[config.mk]
export PLATFORM = sky130hd
export DESIGN_NAME = keycode_frame_decoder
export DESIGN_NICKNAME = d
export VERILOG_FILES = /design/src/rtl/keycode_frame_decoder_pkg.sv /design/src/rtl/keycode_frame_decoder_key_present.sv /design/src/rtl/keycode_frame_decoder.sv
export SDC_FILE = /design/constraint.sdc
export NUM_CORES = 1
export LEC_CHECK = 0
export BUFFER_PORTS_ARGS = -buffer_cell sky130_fd_sc_hd__buf_2
export CAP_MARGIN = 20
export CORE_MARGIN = 2
export CORE_UTILIZATION = 45
export CTS_CLUSTER_DIAMETER = 50
export CTS_CLUSTER_SIZE = 14
export DETAILED_ROUTE_END_ITERATION = 10
export PLACE_DENSITY = 0.71
export SLEW_MARGIN = 0
export SYNTH_ARGS = -nofsm -noshare
export SYNTH_HDL_FRONTEND = slang
export SYNTH_SLANG_ARGS = --single-unit
[constraint.sdc]
create_clock -name Clk -period 2.1 [get_ports Clk]
set_input_delay 0.315 -clock Clk [delete_from_list [all_inputs] [get_ports Clk]]
set_output_delay 0.315 -clock Clk [all_outputs]
set_load 0.005 [all_outputs]
[src/rtl/keycode_frame_decoder_pkg.sv]
// Shared key codes and chop auto-repeat state encoding for the keycode frame decoder.
package keycode_pkg;

    localparam logic [7:0] KEY_W     = 8'h1A;
    localparam logic [7:0] KEY_A     = 8'h04;
    localparam logic [7:0] KEY_S     = 8'h16;
    localparam logic [7:0] KEY_D     = 8'h07;
    localparam logic [7:0] KEY_J     = 8'h0D;
    localparam logic [7:0] KEY_K     = 8'h0E;
    localparam logic [7:0] KEY_ENTER = 8'h28;

    // One presence detector per entry; IDX_* select the matching hit bit.
    localparam int NUM_KEYS  = 7;
    localparam int IDX_W     = 0;
    localparam int IDX_A     = 1;
    localparam int IDX_S     = 2;
    localparam int IDX_D     = 3;
    localparam int IDX_J     = 4;
    localparam int IDX_K     = 5;
    localparam int IDX_ENTER = 6;
    localparam logic [NUM_KEYS-1:0][7:0] KEY_LIST =
        {KEY_ENTER, KEY_K, KEY_J, KEY_D, KEY_S, KEY_A, KEY_W};

    typedef enum logic [1:0] {IDLE, DELAY, REPEAT} chop_state_t;

endpackage

[src/rtl/keycode_frame_decoder_key_present.sv]
// Flags whether any of the four HID keycode bytes equals the given code; 0x00 never matches.
module key_present (
    input  logic [31:0] word_i,
    input  logic [7:0]  code_i,
    output logic        hit_o
);

    always_comb begin
        hit_o = (code_i != 8'h00) &&
                ((word_i[7:0]   == code_i) || (word_i[15:8]  == code_i) ||
                 (word_i[23:16] == code_i) || (word_i[31:24] == code_i));
    end

endmodule

[src/rtl/keycode_frame_decoder.sv]
// Turns the asynchronous GPIO keycode word into per-frame game controls sampled on vsync falls.
module keycode_frame_decoder
    import keycode_pkg::*;
#(
    parameter int STABLE_CYCLES = 4,
    parameter int REPEAT_DELAY  = 15,
    parameter int REPEAT_RATE   = 6
) (
    input  logic        Clk,
    input  logic        reset_rtl_0,
    input  logic [31:0] keycode,
    input  logic        vsync,
    output logic        frame_tick,
    output logic [3:0]  dir,
    output logic        pickup_pulse,
    output logic        chop_pulse,
    output logic        start_pulse,
    output logic [31:0] keycode_sync
);

    localparam logic [3:0] STAB_MAX = 4'(STABLE_CYCLES - 1);

    logic [31:0] kc_meta_q, kc_sync_q, kc_prev_q, keycode_sync_q, keycode_sync_d;
    logic [3:0]  stab_cnt_q, stab_cnt_d;
    logic        vs_meta_q, vs_sync_q, vs_hist_q, vs_fall;
    logic        frame_tick_q, pickup_q, chop_q, start_q;
    logic [3:0]  dir_q, dir_d;
    logic        j_prev_q, ent_prev_q;
    chop_state_t chop_state_q, chop_state_d;
    logic [4:0]  chop_cnt_q, chop_cnt_d, chop_inc;
    logic        chop_fire;
    logic [NUM_KEYS-1:0] hit;

    for (genvar g = 0; g < NUM_KEYS; g++) begin : g_kp
        key_present u_kp (
            .word_i (keycode_sync_q),
            .code_i (KEY_LIST[g]),
            .hit_o  (hit[g])
        );
    end

    // The counter saturates so a long-held word keeps reloading the same value.
    always_comb begin
        stab_cnt_d     = '0;
        keycode_sync_d = keycode_sync_q;
        if (kc_sync_q == kc_prev_q)
            stab_cnt_d = (stab_cnt_q == STAB_MAX) ? stab_cnt_q : stab_cnt_q + 4'd1;
        if (stab_cnt_d == STAB_MAX)
            keycode_sync_d = kc_sync_q;
    end

    assign vs_fall = vs_hist_q & ~vs_sync_q;

    always_comb begin
        dir_d = {hit[IDX_W] & ~hit[IDX_S], hit[IDX_S] & ~hit[IDX_W],
                 hit[IDX_A] & ~hit[IDX_D], hit[IDX_D] & ~hit[IDX_A]};
    end

    always_comb begin
        chop_state_d = chop_state_q;
        chop_cnt_d   = chop_cnt_q;
        chop_fire    = 1'b0;
        chop_inc     = chop_cnt_q + 5'd1;
        if (vs_fall) begin
            if (!hit[IDX_K]) begin
                chop_state_d = IDLE;
                chop_cnt_d   = '0;
            end else begin
                case (chop_state_q)
                    IDLE: begin
                        chop_fire    = 1'b1;
                        chop_cnt_d   = '0;
                        chop_state_d = DELAY;
                    end
                    DELAY: begin
                        chop_cnt_d = chop_inc;
                        if (chop_inc == 5'(REPEAT_DELAY)) begin
                            chop_fire    = 1'b1;
                            chop_cnt_d   = '0;
                            chop_state_d = REPEAT;
                        end
                    end
                    REPEAT: begin
                        chop_cnt_d = chop_inc;
                        if (chop_inc == 5'(REPEAT_RATE)) begin
                            chop_fire  = 1'b1;
                            chop_cnt_d = '0;
                        end
                    end
                    default: begin
                        chop_state_d = IDLE;
                        chop_cnt_d   = '0;
                    end
                endcase
            end
        end
    end

    always_ff @(posedge Clk or negedge reset_rtl_0) begin
        if (!reset_rtl_0) begin
            kc_meta_q      <= '0;
            kc_sync_q      <= '0;
            kc_prev_q      <= '0;
            stab_cnt_q     <= '0;
            keycode_sync_q <= '0;
            vs_meta_q      <= 1'b0;
            vs_sync_q      <= 1'b0;
            vs_hist_q      <= 1'b0;
            frame_tick_q   <= 1'b0;
            dir_q          <= '0;
            pickup_q       <= 1'b0;
            chop_q         <= 1'b0;
            start_q        <= 1'b0;
            j_prev_q       <= 1'b0;
            ent_prev_q     <= 1'b0;
            chop_state_q   <= IDLE;
            chop_cnt_q     <= '0;
        end else begin
            kc_meta_q      <= keycode;
            kc_sync_q      <= kc_meta_q;
            kc_prev_q      <= kc_sync_q;
            stab_cnt_q     <= stab_cnt_d;
            keycode_sync_q <= keycode_sync_d;
            vs_meta_q      <= vsync;
            vs_sync_q      <= vs_meta_q;
            vs_hist_q      <= vs_sync_q;
            frame_tick_q   <= vs_fall;
            pickup_q       <= vs_fall & hit[IDX_J] & ~j_prev_q;
            start_q        <= vs_fall & hit[IDX_ENTER] & ~ent_prev_q;
            chop_q         <= chop_fire;
            chop_state_q   <= chop_state_d;
            chop_cnt_q     <= chop_cnt_d;
            if (vs_fall) begin
                dir_q      <= dir_d;
                j_prev_q   <= hit[IDX_J];
                ent_prev_q <= hit[IDX_ENTER];
            end
        end
    end

    assign frame_tick   = frame_tick_q;
    assign dir          = dir_q;
    assign pickup_pulse = pickup_q;
    assign chop_pulse   = chop_q;
    assign start_pulse  = start_q;
    assign keycode_sync = keycode_sync_q;

endmodule

==> summary.txt <==
Slew Limit Headroom -> 64.8%
Initial DRC Count -> 248
Syn Nets -> 440
Synth top area cells -> dfrtp_1 66%, mux2_4 7.8%, xnor2_1 5.0%
CP max stage cell -> dfrtp_1
Routed vias/inst -> 4.88
Pre-antenna DRT Iters -> 4
Detailed Route WL -> 11700 um
Worst R2R End -> keycode_sync[23]$_DFFE_PN0N_
Avg Synthesized Cell Area -> 14.6 um^2
Final setup fails -> 32
Biggest area consumer among synthesized cells -> dfrtp_1
Total leakage power -> 0.00362 uW
DR vias -> 3526
Delay of the slowest critical-path stage -> 0.44 ns
Total track usage -> 18.6%
Post-Syn Instances -> 395
Synthesized cell area -> 5770 um^2
Root buffer cell -> clkbuf_16
Crit-path max FO -> 9
Placed insts -> 656
Initial antenna violation count -> 0
Clock Sinks -> 152
Final Hold Fails -> 0
Pin count of the biggest net entering global routing -> 58
Worst R2R Path Depth -> 7
I/O pin total -> 75
CP Capture Type -> register
ANT cells -> 0
Max Slew Vio Count -> 0
Maximum buffer depth of the clock tree -> 2
Worst hold stages -> 1
Dpl cell area -> 6500 um^2
H-tree depth -> 4
Failing checks -> setup timing
Gp weighted congestion -> 0.824
Die W -> 117 um
Fraction of final layout cells sized beyond drive strength 1 -> 32.3%
First-pass GRT wire length -> 18900 um
RSZ-0062 raised after global routing -> true
DIE AREA -> 13700 um^2
Clk pin slew, worst setup/hold paths -> 0.06 ns
Antenna viol nets, final -> 0
Overflow after GRT -> 0
Minimum clock period -> 2.17 ns
Asr flop ratio synth -> 100%
Core area -> 12600 um^2
Final period utilization -> 103%
Max-cap violations -> 0
VDD IR max -> 0.000535 V
R2r startpoint -> stab_cnt_q[1]$_DFF_PN0_
Reg-to-reg slack, setup -> -0.07 ns
Total power -> 6250 uW
Num rows -> 41
WP data arrival -> 2.47 ns
Nets -> 584
Clock skew -> 0.0112 ns
Startpoint Class -> register
Vias in the first global route -> 3683
Hold Path Sink -> kc_meta_q[31]$_DFF_PN0_
CTS tree -> yes
Number of synthesized flops with an enable pin -> 0
Area grow syn2layout -> 30.4%
Worst slew pin tran -> 0.528 ns
Design area -> 7520 um^2
Setup TNS -> -1.53 ns
Num CTS Buffers -> 17
Crit Path Class -> register to register
Cell Pwr Density -> 832 nW/um^2
DR WL/cell -> 16.1 um
Status -> finished, violations left
Post-synth top area share -> 66.0%
Placement Setup Slack -> -0.0266 ns
Cell variety after synth -> 53
Synthesis warning total -> 0
Final WS setup -> -0.0689 ns
Remaining DRCs -> 0
HP Class -> input pin to register
IO buf count -> 74
Synthesized flop and latch total -> 152
Initial core utilization -> 45.9%
Die height -> 117 um
Most used DFF post-synth -> dfrtp_1
Cell-by-cell trace of the critical path -> ha_4, inv_4, or3_4, o311ai_4, nand4b_4, clkbuf_16, mux2_4
Max Clock Freq -> 0.461 GHz
Dpl hpwl -> 7880 um
Hold_sp -> keycode[31]
Finished Layout Cells -> 723
Sequential share of the synthesized area -> 66.0%
Clk_lat worst skew -> 0.42 ns
Worst Path Required -> 2.40 ns
[how the worst max path moves through the flow]
stage / start / endpoint / slack [ns] / depth (start not counted)
6_report: stab_cnt_q[1]$_DFF_PN0_ / keycode_sync[23]$_DFFE_PN0N_ / -0.07 / 7
3_5_place_dp: stab_cnt_q[1]$_DFF_PN0_ / keycode_sync[19]$_DFFE_PN0N_ / -0.03 / 6
3_3_place_gp: stab_cnt_q[1]$_DFF_PN0_ / keycode_sync[24]$_DFFE_PN0N_ / 0.09 / 7
5_1_grt: stab_cnt_q[1]$_DFF_PN0_ / keycode_sync[23]$_DFFE_PN0N_ / -0.1 / 7
2_1_floorplan: stab_cnt_q[0]$_DFF_PN0_ / keycode_sync[0]$_DFFE_PN0N_ / 0.11 / 7
4_1_cts: stab_cnt_q[1]$_DFF_PN0_ / keycode_sync[8]$_DFFE_PN0N_ / -0.006 / 7
[per-stage QoR]
stage	utilization, %	hold WS (ns)
3_5_place_dp	51.8	0.308
4_1_cts	59.0	0.000317
6_report	59.8	0.0153
5_1_grt	59.8	0.00577
2_1_floorplan	-	0.0194
3_3_place_gp	51.8	0.305
[per-layer routing]
layer | part of all wire [%] | global-route usage [%] | wire length, um | vias up
met5 | 0 | 0 | 0 | -
met4 | 1.5 | 7.69 | 173 | 0
met3 | 4.2 | 4.94 | 488 | 15
met2 | 51 | 29.3 | 5900 | 89
met1 | 44 | 24.5 | 5100 | 1737
li1 | - | - | - | 1685
[sequential cells by signal, indices dropped and copies added, names as in the netlist, 2 cells and up]
| signal | count |
|---|---|
| chop_state_q | 2 |
| dir | 4 |
| stab_cnt_q | 4 |
| kc_meta_q | 32 |
| kc_prev_q | 32 |
| kc_sync_q | 32 |
| keycode_sync | 32 |
| chop_cnt_q | 5 |
[logic make-up (layout without fill, tap and decap cells)]
logic type               Yosys count  in the layout  share of synthesized area, %
flip-flops                       152            152                          66.0
AND/OR/NAND/NOR                  111            111                          11.6
AO/OA/AOI/OAI                     36             36                          4.80
XOR/XNOR                          35             35                          5.32
multiplexers                      35             35                          8.74
buffers and inverters             16            172                          1.43
adder cells (fa/ha/maj)           10             10                          2.17
[where the power goes]
group	leakage [uW]	total (uW)	internal [uW]	switching (uW)
sequential	0.00189	3080	3030	57.2
combinational	0.00145	219	116	103
clock	0.000275	2950	1800	1140
[cell type report]
class | count | area, um^2
Clock buffer | 20 | 457
Sequential cell | 152 | 3800
Tap cell | 172 | 215
Multi-Input combinational cell | 227 | 1930
Clock inverter | 11 | 123
Inverter | 11 | 43.8
Fill cell | 937 | 5050
Timing Repair Buffer | 130 | 950
[what timing repair did]
item / 4_1_cts / 5_1_grt
resized for setup: 1 / 8
setup endpoints to repair: 32 / 34
hold buffers: 32 / 0
cloned: 0 / 2
hold endpoints to repair: 84 / 0
pin swaps: 1 / 0
buffers inserted: 0 / 2
[worst max-delay path: cells and delay by family (launching register included)]
family / cells / cell delay [ns]
buffers and inverters: 2 / 0.27
AO/OA/AOI/OAI: 1 / 0.10
adder cells (fa/ha/maj): 1 / 0.32
multiplexers: 1 / 0.30
flip-flops: 1 / 0.44
AND/OR/NAND/NOR: 2 / 0.62
[cell usage after synthesis, drive strengths merged, types with 2 or more instances]
library cell / count
mux2: 33
and3b: 2
a31oi: 2
buf: 3
inv: 11
xnor2: 33
nor4: 4
dfrtp: 152
nand2: 20
o21a: 2
clkbuf: 2
mux2i: 2
nand4b: 2
nor3: 11
nand3: 6
xor2: 2
nor4b: 4
o31ai: 2
or3: 4
ha: 10
and4b: 2
and4: 3
nor2b: 9
a31o: 2
a21oi: 3
o21ai: 6
o2111ai: 3
nand4: 14
nand2b: 6
and3: 2
a22o: 3
and2: 2
nor2: 12
nor3b: 7
[placed cells by master (no fill, tap or decap), types with 4 or more instances in the layout]
master / Yosys / layout
ha_1: 10 / 9
clkinvlp_4: 0 / 4
o21ai_0: 6 / 6
buf_4: 0 / 19
nand2b_1: 6 / 6
dfrtp_1: 152 / 152
buf_2: 0 / 73
nand4_1: 14 / 14
mux2_4: 30 / 30
xnor2_1: 33 / 33
clkbuf_16: 0 / 19
nand3_1: 6 / 6
dlygate4sd3_1: 0 / 32
nor2b_1: 9 / 9
nand2_1: 20 / 20
nor2_1: 12 / 12
nor3b_1: 7 / 6
nor3_1: 11 / 11
inv_1: 11 / 10
Power figures use the tool's default switching activity.
